### src/rtl/combo_digit_entry.sv
// Digit-entry buffer for the combination lock: captures one BCD digit per enter
// rising edge into a shift buffer, flagging completion and invalid digits.
module combo_digit_entry #(
  parameter int                 NUM_DIGITS = 6,
  parameter int                 DIGIT_W    = 4,
  parameter int                 MAX_DIGIT  = 9,
  parameter logic [DIGIT_W-1:0] BLANK      = 4'hF
) (
  input  logic                          clock,
  input  logic                          reset,
  input  logic [DIGIT_W-1:0]            digit_in,
  input  logic                          enter,
  input  logic                          clear,
  output logic [NUM_DIGITS*DIGIT_W-1:0] digits,
  output logic [2:0]                    count,
  output logic                          entry_done,
  output logic                          entry_err,
  output logic [1:0]                    state
);

  localparam logic [1:0] EMPTY   = 2'b00;
  localparam logic [1:0] COLLECT = 2'b01;
  localparam logic [1:0] FULL    = 2'b10;
  localparam logic [1:0] ERROR   = 2'b11;

  localparam int                          BUF_W     = NUM_DIGITS * DIGIT_W;
  localparam logic [DIGIT_W-1:0]          MAX_D     = DIGIT_W'(MAX_DIGIT);
  localparam logic [2:0]                  FULL_CNT  = 3'(NUM_DIGITS);
  localparam logic [BUF_W-1:0]            ALL_BLANK = {NUM_DIGITS{BLANK}};

  logic              enter_q;
  logic              enter_rise;
  logic              digit_ok;
  logic [2:0]        count_inc;

  logic [1:0]        state_n;
  logic [BUF_W-1:0]  digits_n;
  logic [2:0]        count_n;
  logic              done_n;
  logic              err_n;

  assign enter_rise = enter & ~enter_q;
  assign digit_ok   = (digit_in <= MAX_D);
  assign count_inc  = count + 3'd1;

  // NOTE: every signal assigned in always_comb gets a default up front, so no
  // path through the case/if tree can leave it unassigned and infer a latch.
  always_comb begin
    state_n  = state;
    digits_n = digits;
    count_n  = count;
    err_n    = entry_err;
    done_n   = 1'b0;

    if (clear) begin
      state_n  = EMPTY;
      digits_n = ALL_BLANK;
      count_n  = 3'd0;
      err_n    = 1'b0;
    end else if (enter_rise) begin
      case (state)
        EMPTY, COLLECT: begin
          if (digit_ok) begin
            digits_n = {digits[BUF_W-DIGIT_W-1:0], digit_in};
            count_n  = count_inc;
            if (count_inc == FULL_CNT) begin
              state_n = FULL;
              done_n  = 1'b1;
            end else begin
              state_n = COLLECT;
            end
          end else begin
            state_n = ERROR;
            err_n   = 1'b1;
          end
        end
        // FULL and ERROR are sticky until clear; enter rises are dropped.
        default: ;
      endcase
    end
  end

  // NOTE: state is updated with non-blocking assignments so every register
  // samples the pre-edge values of the others, independent of statement order.
  // The digit buffer is reset as well: the display and lock FSM read it
  // directly, so it must show BLANK the instant reset is applied.
  always_ff @(posedge clock or posedge reset) begin
    if (reset) begin
      enter_q    <= 1'b0;
      state      <= EMPTY;
      digits     <= ALL_BLANK;
      count      <= 3'd0;
      entry_done <= 1'b0;
      entry_err  <= 1'b0;
    end else begin
      enter_q    <= enter;
      state      <= state_n;
      digits     <= digits_n;
      count      <= count_n;
      entry_done <= done_n;
      entry_err  <= err_n;
    end
  end

endmodule
### config.mk
export PLATFORM = sky130hd
export DESIGN_NAME = combo_digit_entry
export DESIGN_NICKNAME = d
export VERILOG_FILES = /design/src/rtl/combo_digit_entry.sv
export SDC_FILE = /design/constraint.sdc
export NUM_CORES = 1
export LEC_CHECK = 0
export ABC_CLOCK_PERIOD_IN_PS = 2800
export CORE_ASPECT_RATIO = 0.8
export CORE_MARGIN = 5
export CORE_UTILIZATION = 35
export CTS_CLUSTER_DIAMETER = 30
export DETAILED_ROUTE_END_ITERATION = 16
export PLACE_DENSITY = 0.69
export SLEW_MARGIN = 40
export SYNTH_ARGS = -nofsm -noshare
export SYNTH_HDL_FRONTEND = slang
export SYNTH_SLANG_ARGS = --single-unit
### constraint.sdc
create_clock -name clock -period 2.8 [get_ports clock]
set_input_delay 0.56 -clock clock [delete_from_list [all_inputs] [get_ports clock]]
set_output_delay 0.56 -clock clock [all_outputs]
set_load 0.005 [all_outputs]
==> out/qor.yml, run 1 <==
status: "finished, final reports clean"
hold_class: "register to register"
synthTopCellsByArea: "dfstp_2 (45%), mux2i_1 (16%), dfrtp_1 (14%)"
post_cts_resized: 0
ys_seq_area_share_pct: 58.76
ant_nets: 0
rows: 20
io_buffers: 38
critPathKind: "primary input to register"
skew_ps: 3.895
r2r-start: "state[1]"
wirelength_um: 3054
cts.htree.levels: 2
cp-end-kind: "register"
drive_gt1_share_pct: 23.46
setup_viol: 0
cpLargestDelayFamily: "simple AND/OR/NAND/NOR gates"
crit_slowest_cell: "clkdlybuf4s50_1"
r2r-end: "digits[1]"
grt_pass1_vias: 1077
cp.required_ps: 3000
cts_tree: "done"
dpl.hpwl_um: 2167
cp.buffers_inverters: 1
clock_sinks: 32
postCtsSetupBuffers: 0
slowest_delay_ps: 510
hold_depth: 2
io_pins: 39
yosysTopAreaCellShare_pct: 44.60
period_minus_slack_ps: 1966
antenna_found_initial: 0
drv_slew: 0
start_kind: "primary input"
fin_cells: 217
power.leakage_nw: 0.8189
clk_path_buf_depth: 2
powerDensity_nw_per_um2: 462.3
cp_cell_sequence: "clkdlybuf4s50_1 > or3b_4 > nor2_4 > mux2i_1"
syn_inst: 120
grt_max_degree: 33
place_area_um2: 1848
design_area_um2: 1926
rsz0062_at_grt: "no"
syn_avg_cell_area_um2: 11.78
dieArea_um2: 5418
cts-root-buf: "clkbuf_8"
r2r_cells: 3
grt-ovfl-total: 0
r2r_setup_slack_ps: 1180
worstPathMaxFanout: 14
ys_types: 25
start_util_pct: 36.69
fmax_mhz: 508.6
max-vdd-ir-drop_mv: 0.2121
maxCapViolCount: 0
tightest_slew_ps: 495.4
n_antenna_cell: 0
clkSlewWorstSetupHoldPaths_ps: 60
vias: 1013
syn_nets: 130
setup_tns_ps: 0
yosysTopAreaCell: "dfstp_2"
avgViaCountPerCell: 4.668
fp.coreArea_um2: 3854
die_y_um: 66.85
wl_per_cell_um: 14.07
relSlewSlack_pct: 66.89
min_from: "digits[23]"
dp.cells: 210
syn2layout_area_growth_pct: 36.19
drc_errors: 0
syn_area_um2: 1414
grt_pass1_wl_um: 5133
cts_made_buffers: 5
cts_hold_buf: 0
min_to: "digits[23]"
nets: 172
grt_util_all_layers_pct: 12.74
hold_violations: 0
insertion_delay_ps: 270
drtPass1Iterations: 4
place.gp.congestion: 0.7887
worstPathArrival_ps: 2170
yosysWarnings: 0
fin_crit_sh_pct: 70.22
ys_ff_latch: 32
utilization_pct: 49.97
drt-initial-drc-count: 29
die_x_um: 81.06
-- layout make-up --
cell class,instances,area (µm²)
Clock buffer,6,72.57
Clock inverter,1,5.005
Fill cell,369,1928
Inverter,4,15.01
Multi-Input combinational cell,78,530.5
Sequential cell,32,830.8
Tap cell,55,68.82
Timing Repair Buffer,41,402.9
-- worst min-delay path, delay by kind of cell, from the launching register on --
| kind | cells | cell delay, ps |
|---|---|---|
| flip-flops | 1 | 370 |
| multiplexers | 1 | 80 |
| AND/OR/NAND/NOR | 1 | 70 |
-- registers in the layout (all words and copies together) (netlist names) --
register and count:
digits 24, entry_err 1, entry_done 1, count 3
state 2, enter_q 1
-- worst max path at each step --
stage	startpoint	to	slack [ps]	depth (start not counted)
detailed placement	enter	digits[1]	550	4
CTS	enter	digits[1]	830	4
floorplan	enter	digits[0]	1290	4
global placement	enter	state[0]	610	4
global route	enter	digits[11]	740	4
finish	enter	digits[1]	830	4
-- cell usage after synthesis --
cell / n
a21oi_1: 5
o21a_1: 1
nor2_4: 1
nor3_1: 1
o21ai_0: 1
clkbuf_1: 3
ha_1: 2
dfstp_2: 24
nand2_1: 1
inv_1: 4
nor3_2: 1
buf_1: 1
nand2_2: 1
o21ai_1: 1
a211oi_1: 2
nor2_1: 31
or3b_4: 1
a31o_1: 1
xor2_1: 1
dfrtp_1: 8
buf_6: 2
a311oi_1: 2
or3_1: 1
nor3b_2: 1
mux2i_1: 23
-- logic make-up after synthesis --
family                   count (synthesis)  share of synthesized area [%]
AO/OA/AOI/OAI                           13                          5.928
XOR/XNOR                                 1                         0.6196
flip-flops                              32                          58.76
buffers and inverters                   10                          3.716
adder cells (fa/ha/maj)                  2                          1.770
AND/OR/NAND/NOR                         39                          12.92
multiplexers                            23                          16.28
-- layer usage --
metal	GRT usage, %	vias up	part of all wire [%]
met2	19.67	30	46
met5	0	-	0
li1	-	491	-
met3	4.865	5	5.5
met4	3.797	0	1.2
met1	16.51	487	48
-- layout by cell type, fill, tap and decap left out, types with 2 or more instances in the layout --
cell type,synthesis,routed
dfstp_2,24,24
dfrtp_1,8,8
a21oi_1,5,5
clkdlybuf4s50_1,0,38
a211oi_1,2,2
ha_1,2,2
mux2i_1,23,23
inv_1,4,4
clkbuf_8,0,5
nor2_1,31,31
a311oi_1,2,2
buf_4,0,3
-- through the flow --
step / hold slack, ps / power (mW) / worst slack (ps)
after global placement: 482.2 / 0.5735 / 608.9
after CTS: 532.4 / 0.9033 / 834.1
after global routing: 589.7 / 0.9284 / 740.5
after floorplan: 485.9 / 0.5375 / 1293
after detailed placement: 515.4 / 0.5758 / 550.7
final: 523.9 / 0.8902 / 833.7
-- power breakdown --
part / leakage (nW) / total, mW / internal (mW) / switching [mW]
Sequential: 0.360 / 0.481 / 0.475 / 0.00679
Clock: 0.0410 / 0.322 / 0.169 / 0.154
Combinational: 0.418 / 0.0866 / 0.0407 / 0.0460
No activity file was read; power rests on OpenSTA's default activity.
==> run 2, diff against run 1 <==
ABC_CLOCK_PERIOD_IN_PS = 1800   (was 2800)
PLACE_DENSITY = 0.72   (was 0.69)
clock period = 1.8 ns   (was 2.8 ns; I/O delays follow)
==> run 2 against run 1 <==
Against the previous run:
- worst hold slack got worse by 53 ps
- clock skew rose by 5.5 ps
- register-to-register slack got worse by 900 ps
- clock-buffer cell count rose by 1
- non-clock buffer count rose by 4
- sequential cell count did not move
- power rose by 60%
- sequential power rose by 56%
- largest cell class unchanged
- routed wire length rose by 6.4%
==> out/qor.yml, run 2 (same netlist as run 1, synthesis figures left out) <==
crit_slowest_cell: "dfstp_2"
rsz0062_at_grt: "no"
p_switching_mw: 0.3358
hold_class: "primary input to asynchronous set/reset pin"
r2r_setup_slack_ps: 280
grt_max_degree: 37
critPathKind: "register to output pin"
nets: 176
fin_cells: 222
cts_made_buffers: 5
cp.buffers_inverters: 1
switching_share_pct: 23.62
cts_tree: "done"
io_buffers: 38
syn2layout_area_growth_pct: 41.24
rows: 20
dp_slack_ps: -126.0
wirelength_um: 3250
skew_ps: 9.421
cp.required_ps: 1440
power_frac_seq_pct: 52.7
clk_path_buf_depth: 2
relSlewSlack_pct: 73.90
fin_crit_sh_pct: 93.61
fp.coreArea_um2: 3854
postCtsSetupBuffers: 0
hold_ws_ps: 471.3
avgViaCountPerCell: 4.608
place.gp.congestion: 0.7732
place_area_um2: 1916
r2r-start: "state[1]"
post_cts_resized: 0
start_kind: "register"
regMostFlops: "digits"
ant_nets: 0
die_x_um: 81.06
tightest_slew_ps: 391.6
intPower_mw: 1.086
drive_gt1_share_pct: 25.15
multi_input_area_um2: 530.5
grt_pass1_vias: 1143
cts-root-buf: "clkbuf_8"
insertion_delay_ps: 280
r2r-end: "digits[15]"
final_cell_mix: "clkdlybuf4s50_1 (38), nor2_1 (31), dfstp_2 (24), mux2i_1 (23), dfrtp_1 (8)"
clkPwrFrac_pct: 36.7
combinationalPowerShare_pct: 10.6
antenna_found_initial: 0
drtPass1Iterations: 4
r2r_cells: 4
seq_area_um2: 830.8
slowest_delay_ps: 550
setup_tns_ps: 0
cp-end-kind: "output pin"
hold_violations: 0
start_util_pct: 36.69
status: "finished, final reports clean"
design_area_um2: 1997
fmax_mhz: 593.5
largest_register_ffs: 24
wl_per_cell_um: 14.64
cpLargestDelayFamily: "flip-flops"
grt_pass1_wl_um: 5444
cp_cell_sequence: "clkdlybuf4s50_1"
utilization_pct: 51.82
powerDensity_nw_per_um2: 711.9
maxCapViolCount: 0
cts.htree.levels: 2
vias: 1023
worstPathMaxFanout: 2
worstPathArrival_ps: 1320
dp.cells: 214
dpl.hpwl_um: 2348
drt-initial-drc-count: 22
die_y_um: 66.85
power.leakage_nw: 0.8543
period_minus_slack_ps: 1685
cts_hold_buf: 0
setup_viol: 0
io_pins: 39
clock_sinks: 32
drc_errors: 0
grt_util_all_layers_pct: 13.48
final_common_cell: "clkdlybuf4s50_1"
fin_ws_ps: 115.0
clkSlewWorstSetupHoldPaths_ps: 70
grt-ovfl-total: 0
dieArea_um2: 5418
fillerInstances: 365
max-vdd-ir-drop_mv: 0.3710
finalPower_mw: 1.422
drv_slew: 0
n_antenna_cell: 0
reg_top3: "digits: 24 flops, count: 3 flops, state: 2 flops"
## run 2: final cells by class
class | instances | share of cell area [%]
multi-input cells | 78 | 26.57
clock buffers | 7 | 3.822
repair buffers | 45 | 23.56
inverters | 4 | 0.7519
well taps | 55 | 3.446
flip-flops and latches | 32 | 41.60
clock inverters | 1 | 0.2506
## run 2: power by group through the flow
stage          Sequential, mW  Clock, mW  Combinational (mW)
3_5_place_dp            0.760          0               0.154
5_1_grt                 0.751      0.567               0.165
4_1_cts                 0.749      0.539               0.154
2_1_floorplan           0.759          0              0.0774
6_report                0.749      0.522               0.151
3_3_place_gp            0.759          0               0.150
## run 2: worst max path at each step
stage / cells past startpoint / endpoint / slack (ps) / from
global placement: 5 / digits[11] / -30 / enter
global route: 1 / digits[1] / 70 / digits[1]
finish: 1 / digits[15] / 120 / digits[15]
floorplan: 4 / digits[0] / 400 / state[1]
detailed placement: 5 / digits[15] / -130 / enter
CTS: 1 / digits[15] / 90 / digits[15]
## run 2: metal layers
metal | part of all wire [%] | up-vias | global-route usage (%)
met5 | 0 | - | 0
met3 | 4.9 | 5 | 3.784
met4 | 0.83 | 0 | 4.430
met2 | 45 | 26 | 21.62
met1 | 49 | 494 | 17.49
li1 | - | 498 | -
==> run 3, diff against run 2 <==
GPL_ROUTABILITY_DRIVEN = 0   (was default)
REMOVE_ABC_BUFFERS = 1   (was default)
SKIP_LAST_GASP = 1   (was default)
==> run 3 against run 2 <==
Against the previous run:
- clock-buffer cell count down 1
- register-to-register slack better by 90 ps
- worst hold slack got worse by 4.8 ps
- critical path type unchanged
- highest routed layer unchanged
- die area is the same
- combinational power about the same
- clock skew fell by 7.6 ps
==> out/qor.yml, run 3 (same netlist as run 1, synthesis figures left out) <==
grt-ovfl-total: 0
period_minus_slack_ps: 1684
nets: 175
clkSlewWorstSetupHoldPaths_ps: 60
grt_util_all_layers_pct: 12.67
drtPass1Iterations: 4
wirelength_um: 2960
grt_max_degree: 37
multi_input_area_um2: 530.5
clock_sinks: 32
postCtsSetupBuffers: 0
r2r-start: "state[1]"
setup_tns_ps: 0
fin_crit_sh_pct: 93.56
hold_class: "primary input to asynchronous set/reset pin"
status: "finished, final reports clean"
dpl.hpwl_um: 2121
setup_viol: 0
cts.htree.levels: 2
cts_hold_buf: 0
cts_tree: "done"
cpLargestDelayFamily: "flip-flops"
cts-root-buf: "clkbuf_8"
wl_per_cell_um: 13.45
slowest_delay_ps: 550
worstPathArrival_ps: 1320
vias: 1033
die_y_um: 66.85
syn2layout_area_growth_pct: 40.44
r2r-end: "digits[0]"
cts_made_buffers: 5
start_util_pct: 36.69
r2r_cells: 4
reg_top3: "digits: 24 flops, count: 3 flops, state: 2 flops"
powerDensity_nw_per_um2: 707.5
fillerInstances: 359
drv_slew: 0
final_cell_mix: "clkdlybuf4s50_1 (38), nor2_1 (31), dfstp_2 (24), mux2i_1 (23), dfrtp_1 (8)"
dieArea_um2: 5418
fmax_mhz: 593.8
io_pins: 39
tightest_slew_ps: 396.7
seq_area_um2: 830.8
largest_register_ffs: 24
rsz0062_at_grt: "no"
fin_cells: 220
drc_errors: 0
max-vdd-ir-drop_mv: 0.3375
fp.coreArea_um2: 3854
antenna_found_initial: 0
hold_violations: 0
ant_nets: 0
avgViaCountPerCell: 4.695
relSlewSlack_pct: 73.55
cp.required_ps: 1440
cp.buffers_inverters: 1
cp_cell_sequence: "clkdlybuf4s50_1"
die_x_um: 81.06
dp.cells: 213
skew_ps: 1.781
regMostFlops: "digits"
post_cts_resized: 0
r2r_setup_slack_ps: 370
grt_pass1_wl_um: 5071
worstPathMaxFanout: 2
io_buffers: 38
cp-end-kind: "output pin"
crit_slowest_cell: "dfstp_2"
maxCapViolCount: 0
rows: 20
final_common_cell: "clkdlybuf4s50_1"
start_kind: "register"
clk_path_buf_depth: 2
critPathKind: "register to output pin"
drt-initial-drc-count: 81
utilization_pct: 51.53
insertion_delay_ps: 280
power.leakage_nw: 0.8474
n_antenna_cell: 0
grt_pass1_vias: 1062
drive_gt1_share_pct: 24.85
## run 3: area by class of cell
type,count,share of cell area (%)
repair buffers,44,23.31
well taps,55,3.466
multi-input cells,78,26.72
clock inverters,1,0.2520
inverters,4,0.7561
clock buffers,6,3.655
flip-flops and latches,32,41.84
## run 3: power by group
part           total (mW)  internal, mW  switching, mW  leakage, nW
sequential          0.749         0.738         0.0104        0.360
clock               0.507         0.262          0.245       0.0410
combinational       0.149        0.0757         0.0730        0.447
## run 3: how the worst max path moves through the flow
stage | to | startpoint | slack (ps) | cells past startpoint
after global routing | digits[2] | digits[2] | 70 | 1
after detailed placement | digits[16] | enter | -40 | 5
final | digits[5] | digits[5] | 120 | 1
after floorplan | digits[0] | state[1] | 350 | 3
after CTS | digits[1] | digits[1] | 100 | 1
after global placement | digits[11] | enter | 30 | 5
## run 3: stage by stage
step	area [µm²]	hold WS [ps]	total power, mW	setup WS (ps)
6_report	1986	466.5	1.405	115.9
3_3_place_gp	1908	489.2	0.9066	31.24
3_5_place_dp	1908	510.5	0.9102	-40.57
2_1_floorplan	1376	391.4	0.8212	347.6
4_1_cts	1986	472.8	1.433	100.1
5_1_grt	1986	514.5	1.475	67.34
## run 3: layer usage
metal  track usage (%)  part of all wire, %  wire length [µm]  vias to the layer above
met1             15.72                   47              1391                      499
met2             19.57                   45              1333                       32
met4             5.696                  1.1                32                        0
li1                  -                    -                 -                      498
met5                 0                    0                 0                        -
met3             4.730                  6.9               203                        4
==> patch, RTL diff (settings of run 1) <==
Make the reset (`reset`) synchronous in one clocked block.
--- a/src/rtl/combo_digit_entry.sv
+++ b/src/rtl/combo_digit_entry.sv
@@ -84,7 +84,7 @@
   // samples the pre-edge values of the others, independent of statement order.
   // The digit buffer is reset as well: the display and lock FSM read it
   // directly, so it must show BLANK the instant reset is applied.
-  always_ff @(posedge clock or posedge reset) begin
+  always_ff @(posedge clock) begin
     if (reset) begin
       enter_q    <= 1'b0;
       state      <= EMPTY;
Formal check against the unedited RTL: differs if reset is asserted again (counterexample within 4 cycles, from zero or initial values and one cycle with reset high); with reset held inactive, the same outputs for 10 cycles.
==> patch against run 1 <==
Die area fell by 12%. Final area fell by 11%. Setup slack got worse by 0.039 ns. Synthesized area fell by 14%. Global-route usage fell by 1.6 points. Wire length fell by 14%. Sequential cell count did not move. Critical path depth did not move. Count of clock-buffer cells in the layout rose by 2. First-iteration DRC count fell by 3.4%. Power fell by 0.28%. Critical path type unchanged. Largest cell class unchanged. Largest power group unchanged.
==> patch: results (changes against run 1) <==
| Metric | Value |
|---|---|
| Count of TritonRoute iterations in the first routing pass | `3 (-1)` |
| Cell types occupying the most area after synthesis | `dfxtp_1, mux2i_1, nor2_1, a21oi_1, ha_1` |
| Pre-CTS setup slack | `0.511 ns (-0.0400 ns)` |
| Total half-perimeter wirelength after legalization and detailed placement | `1.95 mm (-10%)` |
| Detailed Route WL | `2.62 mm (-14%)` |
| Fraction of registers with async set or reset after synthesis | `0 (-1.00)` |
| Via count | `974 (-3.8%)` |
| Pin count of the biggest net entering global routing | `34 (+3.0%)` |
| Static Leak | `0.000647 µW (-21%)` |
| Synth area leader | `dfxtp_1` |
| DR iter-0 viols | `28 (-3.4%)` |
| Sequential cell area fraction in the yosys report | `0.525 (-0.0630)` |
| Crit Path Max Fanout | `18 (+4)` |
| Buffer depth of the longest clock path | `2 (unchanged)` |
| Diode count | `0 (unchanged)` |
| Largest voltage drop on the vdd net | `0.000292 V (+38%)` |
| Routability congestion estimate from global placement | `0.809 (+2.6%)` |
| Worst endpoint data arrival time | `2.20 ns (+0.03 ns)` |
| Top post-synthesis cells by count | `dfxtp_1, nor2_1, mux2i_1` |
| Total of fill cells in the finished design | `304 (-18%)` |
| Final Skew | `0.00399 ns (+0.0000983 ns)` |
| First-pass GRT wire length | `4.42 mm (-14%)` |
| Proportion of layout cells with a drive suffix above 1 | `0.0679 (-0.167)` |
| Final layout net count | `171 (-0.58%)` |
| Total nets after synthesis | `131 (+0.77%)` |
| Outcome | `finished clean` |
| Total GRT Usage | `0.111 (-0.0160)` |
| Worst rel slew slack | `0.611 (-0.0581)` |
| Clock Pin Slew Worst Setup and Hold Paths | `0.06 ns (about the same)` |
| Number of global-route vias before repair | `1058 (-1.8%)` |
| Largest registers | `digits (24), count (3), state (2)` |
| Later-pin clock latency in the skew report | `0.27 ns (about the same)` |
[patch: area by class of cell]
class	instances	share of cell area
inverter	2	0.00437
clock buffer	8	0.0525
tap	42	0.0306
multi-input combinational	80	0.309
timing repair buffer	40	0.230
sequential	32	0.373
[patch: path summary, 6_finish.rpt]
check             from          to  slack (ns)  cells after the start
max              enter  digits[21]        0.80                      4
min          entry_err   entry_err        0.49                      2
max reg2reg   state[1]  digits[21]        1.20                      3
min reg2reg  entry_err   entry_err        0.49                      2
[patch: kinds of logic after synthesis]
group	after synthesis	share of synthesized area
AOI/OAI and AO/OA	15	0.0727
xor gates and xnor gates	1	0.00717
adders and majority gates	2	0.0205
buffers and inverters	9	0.0410
DFF	32	0.525
muxes	21	0.172
and+or+nand+nor	41	0.162
[patch: stage by stage]
| step | hold slack [ns] | power, µW | cells | instance area [µm²] |
|---|---|---|---|---|
| after global placement | 0.464 | 544 | 196 | 1630 |
| after detailed placement | 0.483 | 545 | 196 | 1630 |
| after floorplan | 0.460 | 520 | 121 | 1220 |
| final | 0.492 | 888 | 204 | 1720 |
| after CTS | 0.502 | 897 | 204 | 1720 |
| after global routing | 0.552 | 922 | 204 | 1720 |
[patch: per-layer routing]
metal,vias up,global-route usage,part of all wire,wire length [µm]
met3,0,0.0447,0.055,143
met2,22,0.196,0.49,1290
met5,-,0,0,0
met1,459,0.122,0.45,1190
met4,0,0.0333,0,0
li1,493,-,-,-
[patch: report_power, final]
part | leakage, µW | internal (µW) | switching (µW)
clock network | 0.0000455 | 200 | 153
registers | 0.000260 | 460 | 3.63
logic | 0.000342 | 34.4 | 36.4
[patch: critical path: stages]
cell and delay, ns:
clkdlybuf4s50_1 0.49, or3b_1 0.52, nor2_8 0.38, mux2i_1 0.23
